[config.mk]
export PLATFORM = sky130hd
export DESIGN_NAME = nn_param_loader
export DESIGN_NICKNAME = d
export VERILOG_FILES = /design/src/rtl/nn_param_loader.sv
export SDC_FILE = /design/constraint.sdc
export NUM_CORES = 1
export LEC_CHECK = 0
export CORE_ASPECT_RATIO = 0.9
export CORE_UTILIZATION = 50
export DETAILED_ROUTE_END_ITERATION = 16
export PLACE_DENSITY = 0.74
export SLEW_MARGIN = 20
export SYNTH_ARGS = -nofsm -noshare
export SYNTH_HDL_FRONTEND = slang
export SYNTH_SLANG_ARGS = --single-unit
[constraint.sdc]
create_clock -name clk -period 3.1 [get_ports clk]
set_input_delay 0.62 -clock clk [delete_from_list [all_inputs] [get_ports clk]]
set_output_delay 0.62 -clock clk [all_outputs]
set_load 0.01 [all_outputs]
[src/rtl/nn_param_loader.sv]
// Parameter staging for the 2-2-1 network: collects a 9-word frame into a shadow bank
// and commits it atomically. Optional weight clamping to 1.0 under NN_PARAM_CLAMP_EN.
module nn_param_loader #(
    parameter int WW = 8,
    parameter int BW = 3
) (
    input  logic          clk,
    input  logic          rst_n,
    input  logic          s_valid,
    output logic          s_ready,
    input  logic [WW-1:0] s_data,
    input  logic          s_last,
    input  logic          freeze,
    output logic [WW-1:0] w1,
    output logic [WW-1:0] w2,
    output logic [WW-1:0] w3,
    output logic [WW-1:0] w4,
    output logic [WW-1:0] w5,
    output logic [WW-1:0] w6,
    output logic [BW-1:0] bias1,
    output logic [BW-1:0] bias2,
    output logic [BW-1:0] bias3,
    output logic          params_valid,
    output logic          load_err,
    output logic          clamped
);

    typedef enum logic [1:0] {
        ST_RECV,
        ST_SKIP,
        ST_PEND
    } state_t;

    state_t        r_state, w_state_nxt;
    logic [3:0]    r_idx, w_idx_nxt;
    logic [WW-1:0] r_sh_w [6];
    logic [BW-1:0] r_sh_b [3];
    logic [WW-1:0] r_w [6];
    logic [BW-1:0] r_b [3];
    logic          r_pv;
    logic          r_err;
    logic          w_xfer;
    logic          w_store;
    logic          w_discard;
    logic          w_commit_now;
    logic          w_commit_pend;
    logic          w_err;
    logic [WW-1:0] w_wt_val;

`ifdef NN_PARAM_CLAMP_EN
    localparam logic [WW-1:0] ONE = {1'b1, {(WW-1){1'b0}}};
    logic w_clamp_hit;
    logic r_clamped;

    assign w_clamp_hit = (s_data > ONE);
    assign w_wt_val    = w_clamp_hit ? ONE : s_data;
    assign clamped     = r_clamped;

    always_ff @(posedge clk or negedge rst_n) begin
        if (!rst_n) begin
            r_clamped <= 1'b0;
        end else if (w_store && (r_idx < 4'd6) && w_clamp_hit) begin
            r_clamped <= 1'b1;
        end
    end
`else
    assign w_wt_val = s_data;
    assign clamped  = 1'b0;
`endif

    assign s_ready = (r_state != ST_PEND);
    assign w_xfer  = s_valid && s_ready;

    always_comb begin
        w_state_nxt   = r_state;
        w_idx_nxt     = r_idx;
        w_store       = 1'b0;
        w_discard     = 1'b0;
        w_commit_now  = 1'b0;
        w_commit_pend = 1'b0;
        w_err         = 1'b0;
        case (r_state)
            ST_RECV: begin
                if (w_xfer) begin
                    if (r_idx < 4'd8) begin
                        if (s_last) begin
                            w_err     = 1'b1;
                            w_discard = 1'b1;
                            w_idx_nxt = '0;
                        end else begin
                            w_store   = 1'b1;
                            w_idx_nxt = r_idx + 4'd1;
                        end
                    end else if (s_last) begin
                        w_idx_nxt = '0;
                        if (freeze) begin
                            w_store     = 1'b1;
                            w_state_nxt = ST_PEND;
                        end else begin
                            w_commit_now = 1'b1;
                        end
                    end else begin
                        w_err       = 1'b1;
                        w_idx_nxt   = '0;
                        w_state_nxt = ST_SKIP;
                    end
                end
            end
            ST_SKIP: begin
                if (w_xfer && s_last) begin
                    w_state_nxt = ST_RECV;
                    w_idx_nxt   = '0;
                end
            end
            ST_PEND: begin
                if (!freeze) begin
                    w_commit_pend = 1'b1;
                    w_state_nxt   = ST_RECV;
                    w_idx_nxt     = '0;
                end
            end
            default: begin
                w_state_nxt = ST_RECV;
                w_idx_nxt   = '0;
            end
        endcase
    end

    always_ff @(posedge clk or negedge rst_n) begin
        if (!rst_n) begin
            r_state <= ST_RECV;
            r_idx   <= '0;
        end else begin
            r_state <= w_state_nxt;
            r_idx   <= w_idx_nxt;
        end
    end

    always_ff @(posedge clk or negedge rst_n) begin
        if (!rst_n) begin
            for (int unsigned i = 0; i < 6; i++) r_sh_w[i] <= '0;
            for (int unsigned j = 0; j < 3; j++) r_sh_b[j] <= '0;
        end else if (w_discard) begin
            for (int unsigned i = 0; i < 6; i++) r_sh_w[i] <= '0;
            for (int unsigned j = 0; j < 3; j++) r_sh_b[j] <= '0;
        end else if (w_store) begin
            for (int unsigned i = 0; i < 6; i++) begin
                if (r_idx == 4'(i)) r_sh_w[i] <= w_wt_val;
            end
            for (int unsigned j = 0; j < 3; j++) begin
                if (r_idx == 4'(j + 6)) r_sh_b[j] <= s_data[BW-1:0];
            end
        end
    end

    // On a direct commit the final bias bypasses the shadow bank so all nine land together.
    always_ff @(posedge clk or negedge rst_n) begin
        if (!rst_n) begin
            for (int unsigned i = 0; i < 6; i++) r_w[i] <= '0;
            for (int unsigned j = 0; j < 3; j++) r_b[j] <= '0;
            r_pv  <= 1'b0;
            r_err <= 1'b0;
        end else begin
            r_err <= w_err;
            if (w_commit_now || w_commit_pend) begin
                for (int unsigned i = 0; i < 6; i++) r_w[i] <= r_sh_w[i];
                r_b[0] <= r_sh_b[0];
                r_b[1] <= r_sh_b[1];
                r_b[2] <= w_commit_now ? s_data[BW-1:0] : r_sh_b[2];
                r_pv   <= 1'b1;
            end
        end
    end

    assign w1           = r_w[0];
    assign w2           = r_w[1];
    assign w3           = r_w[2];
    assign w4           = r_w[3];
    assign w5           = r_w[4];
    assign w6           = r_w[5];
    assign bias1        = r_b[0];
    assign bias2        = r_b[1];
    assign bias3        = r_b[2];
    assign params_valid = r_pv;
    assign load_err     = r_err;

endmodule

After elaboration in Yosys (flattened, before gate mapping). Index checks and enable logic that the tools add are counted.

Add/subtract/negate cells: 1. Order comparisons: 1. Equal/unequal tests: 16. Mux-type cells: 46. Reductions and logical operators: 26.

Operators with widths (count): two-way mux 48 bit (2); two-way mux 8 bit (6); two-way mux 4 bit (5); nonzero test 2 bit (10); two-way mux 1 bit (19); two-way mux 9 bit (2); AND reduction 2 bit (9); equality test 4 x 3 -> 1 bit (second input constant) (4); two-way mux 2 bit (6); two-way mux 3 bit (4); one-hot mux 4 bit (3 select lines) (1); inequality test 2 bit (second input constant) (5); equality test 4 x 2 -> 1 bit (second input constant) (2); one-hot mux 2 bit (3 select lines) (1); AND reduction 5 bit (1); adder 4 x 1 -> 4 bit (second input constant) (1); equality test 4 x 1 -> 1 bit (second input constant) (1); equality test 4 bit (second input constant) (1); logical NOT 4 bit (1); less-than comparator 4 bit (second input constant) (1); inequality test 3 bit (second input constant) (1); AND reduction 3 bit (1); equality test 2 x 1 -> 1 bit (second input constant) (1); equality test 2 bit (second input constant) (1); other kinds (3) (4).

Flip-flop bits (word level): 122. Input port bits: 13. Output and inout bits: 61. Word-level logic and storage cells: 112.

Depth between registers and ports, before layout.
Word-level depth: 7. Mapped depth: 8. Depth with buffers taken out: 6.

Worst setup path after synthesis. No wires, ideal clock.

Kind: input port to flip-flop. From: input s_last. To: register r_b, in the netlist bias3[0]. Library setup time: 126 ps. Arrival: 1872 ps. Data required time: 2974 ps. Path slack: 1102 ps. Cell stages on the path: 7. Path buffers: 4. Cell sequence: buf_2 > a31oi_1 > or3_1 > clkbuf_1 > buf_6 > buf_6 > a221o_1.

Word-level cells in the longest chain between the ends: 5. Elaborated cells between the ends (all ways): 6. Those cells by class: mux: 5; reduce/logical: 1.

RTL lines: from (decl) (RTL line 12) `input logic s_last,`; two-way mux 1 bit (*) (RTL line 94) `end else if (s_last) begin`; two-way mux 1 bit (*) (RTL line 85) `if (r_idx < 4'd8) begin`; two-way mux 1 bit (*) (RTL line 84) `if (w_xfer) begin`; two-way mux 1 bit (*) (RTL line 82) `case (r_state)`; two-way mux 3 bit / logical OR 1 bit (equally long branches) (RTL line 169, 165); to (decl) (RTL line 39) `logic [BW-1:0] r_b [3];`.

Mark *: on every way between the ends. The rest lies on a longest branch, timed or not. A chain may end at the register's enable or synchronous reset.

Worst setup path in the final report.
From: register r_state[0]. To: output s_ready.

Word-level cells in the longest chain between the ends: 1.

RTL lines: from (decl) (RTL line 34) `state_t r_state, w_state_nxt;`; from (signal assigned) (RTL line 134) `r_state <= w_state_nxt;`; inequality test 2 bit (RTL line 71) `assign s_ready = (r_state != ST_PEND);`; to (decl) (RTL line 10) `output logic s_ready,`.

Every way passes these cells.

==> flow_metrics.tcl <==
set metrics [dict create \
    ios 74 \
    worst_pin_slew_ns 0.646 \
    cts_buffer_depth 2 \
    vias_per_cell 5.77 \
    switching_power_w 0.00117 \
    antenna_found_initial 0 \
    first_global_vias 3621 \
    track_usage_pct 23.1 \
    ys_warn_count 0 \
    ys_ff_latch 122 \
    dp_hpwl_mm 7.57 \
    cts_resized 0 \
    synthesis.area_um2 5230 \
    clock_sinks 122 \
    drc 0 \
    worst_ep_required_time_ns 2.48 \
    status "finished clean" \
    vias 3709 \
    rows 35 \
    final_common_cell "dfrtp_1" \
    dieHeight_um 99.0 \
    wire_per_inst_um 17.9 \
    p_sw_share_pct 26.1 \
    fin_skew_ns 0.00708 \
    htree_levels 4 \
    firstDrtPassIters 4 \
    pwr-share-seq_pct 45.2 \
    final_cell_mix "dfrtp_1 (122), clkdlybuf4s50_1 (71), mux2_2 (54)" \
    coreArea_um2 10200 \
    cts_inserted_buffers 17 \
    avgSynthCellArea_um2 12.3 \
    ys.flop_type "dfrtp_1" \
    fin_crit_ns 2.36 \
    maxSlewHeadroom_pct 56.6 \
    hp-class "in -> async" \
    drt-initial-drc-count 249 \
    netlist.area_leader.share_pct 58.4 \
    synth.area.top_cells "dfrtp_1 (58%), mux2_2 (12%), nand2b_1 (3.5%)" \
    final_antenna_net_count 0 \
    ys_seq_area_share_pct 58.4 \
    drive_gt1_share_pct 19.6 \
    async_flop_share_pct 100 \
    fin_nets 519 \
    root_buffer "clkbuf_16" \
    fin_tns_setup_ns 0 \
    grt_start_max_net_pins 59 \
    cap_violations 0 \
    leakagePower_nw 3.03 \
    finalPower_w 0.00450 \
    hold_viol_final 0 \
    clockPowerShare_pct 42.5 \
    combPwrFrac_pct 12.3 \
    clk_pin_slew_ns 0.05 \
    drv_slew 0 \
    p_int_w 0.00332 \
    clkLatencyLatePin_ns 0.41 \
    antenna_cells 0 \
    cts_hold_buffers 0 \
    detail_route.wirelength_mm 11.5 \
    endpoint_kind "output port" \
    die_area_um2 10900 \
    critPathLaunch "r_state[0]" \
    syn_nets 445 \
    setup_viol 0 \
    fmax_ghz 0.423 \
    timing.final.crit_share_pct 76.3 \
    start_util_pct 51.3 \
    ir_drop_mv 0.385 \
    yosysUniqueCellTypes 39 \
    fin_hold_ws_ns 0.183 \
    grt-ovfl-total 0 \
    portBuffers 72 \
    cts_tree "built" \
    synth_edf_count 0 \
    areaGrowthSynthToFinish_pct 27.4 \
    die_x_um 110 \
    cp.arrival_ns 1.74 \
    cts_setup_buffers 0 \
    syn_inst 427 \
    powerDensity_nw_per_um2 674 \
    grt_pass1_wl_mm 18.9 \
    synth_top_cell_by_area "dfrtp_1" \
    start_kind "flip-flop" \
    r2r_start "r_idx[3]" \
    place.gp.congestion 0.848 \
    grt_setup_unrepaired "false" \
    crit_fanout 10 \
    crit_type "reg -> out" \
]
per-layer routing:
layer	GRT usage, %	up-vias	part of all wire, %
met5	0	-	0
met2	35.0	105	48
met3	6.42	19	4.6
met1	31.3	1880	45
li1	-	1705	-
met4	9.13	0	1.8
layout make-up:
type	instances	area (um2)
clock buffers	20	457
clock inverters	12	123
fillers	781	3540
inverters	3	11.3
multi-input cells	275	2040
flip-flops and latches	122	3050
well taps	129	161
repair buffers	82	818
cell usage after synthesis (all sizes together), types with 4 or more instances:
cell / n
dfrtp: 122
o21ai: 34
ha: 5
nor3b: 13
nor2: 7
a21oi: 8
o221ai: 14
a22o: 14
mux2: 54
nand2b: 29
buf: 13
nand2: 28
nand3: 4
nor2b: 19
clkbuf: 14
a22oi: 17
path summary, 6_finish.rpt:
check                           slack [ns]      endpoint  cells past startpoint
worst max-delay path                  0.74       s_ready                      2
worst min-delay path                  0.18         w5[2]                      1
worst max register to register        1.08     r_sh_w[7]                      7
worst min register to register        0.47  params_valid                      1
max in group asynchronous             2.18    r_sh_w[23]                      2
min in group clk                      0.47  params_valid                      1
kinds of logic (layout without fill, tap and decap cells):
logic type	after synthesis	count (layout)	share of synthesized area (%)
and+or+nand+nor	114	114	12.4
DFF	122	122	58.4
buffers and inverters	30	117	2.87
AOI/OAI and AO/OA	101	101	13.5
adders and majority gates	5	5	1.20
other	1	1	0.0717
muxes	54	54	11.6
registers in the layout, summed over array words and instances (netlist names), 4 cells and up:
name	cells
w6	8
w5	8
w4	8
r_sh_b	9
w1	8
w2	8
r_idx	4
r_sh_w	48
w3	8
critical path, stage by stage, from the launching register on:
cell and delay (ns):
dfrtp_1 0.53, nand2b_1 0.24, clkdlybuf4s50_1 0.57
metrics by stage:
step | setup slack, ns | instance area, um2 | instances | utilization [%]
global route | 0.650 | 6670 | 643 | 65.3
floorplan | 1.10 | 5230 | 427 | -
global placement | 0.495 | 6090 | 611 | 59.7
CTS | 0.747 | 6670 | 643 | 65.3
finish | 0.736 | 6670 | 643 | 65.3
detailed placement | 0.405 | 6090 | 611 | 59.7
power groups by stage:
stage	sequential, W	clock (W)	combinational [W]
after floorplan	0.00198	0	0.000382
after global placement	0.00204	0	0.000517
after detailed placement	0.00205	0	0.000549
after CTS	0.00203	0.00194	0.000555
after global routing	0.00206	0.00201	0.000623
final	0.00203	0.00191	0.000551
No activity file was read; power rests on OpenSTA's default activity.
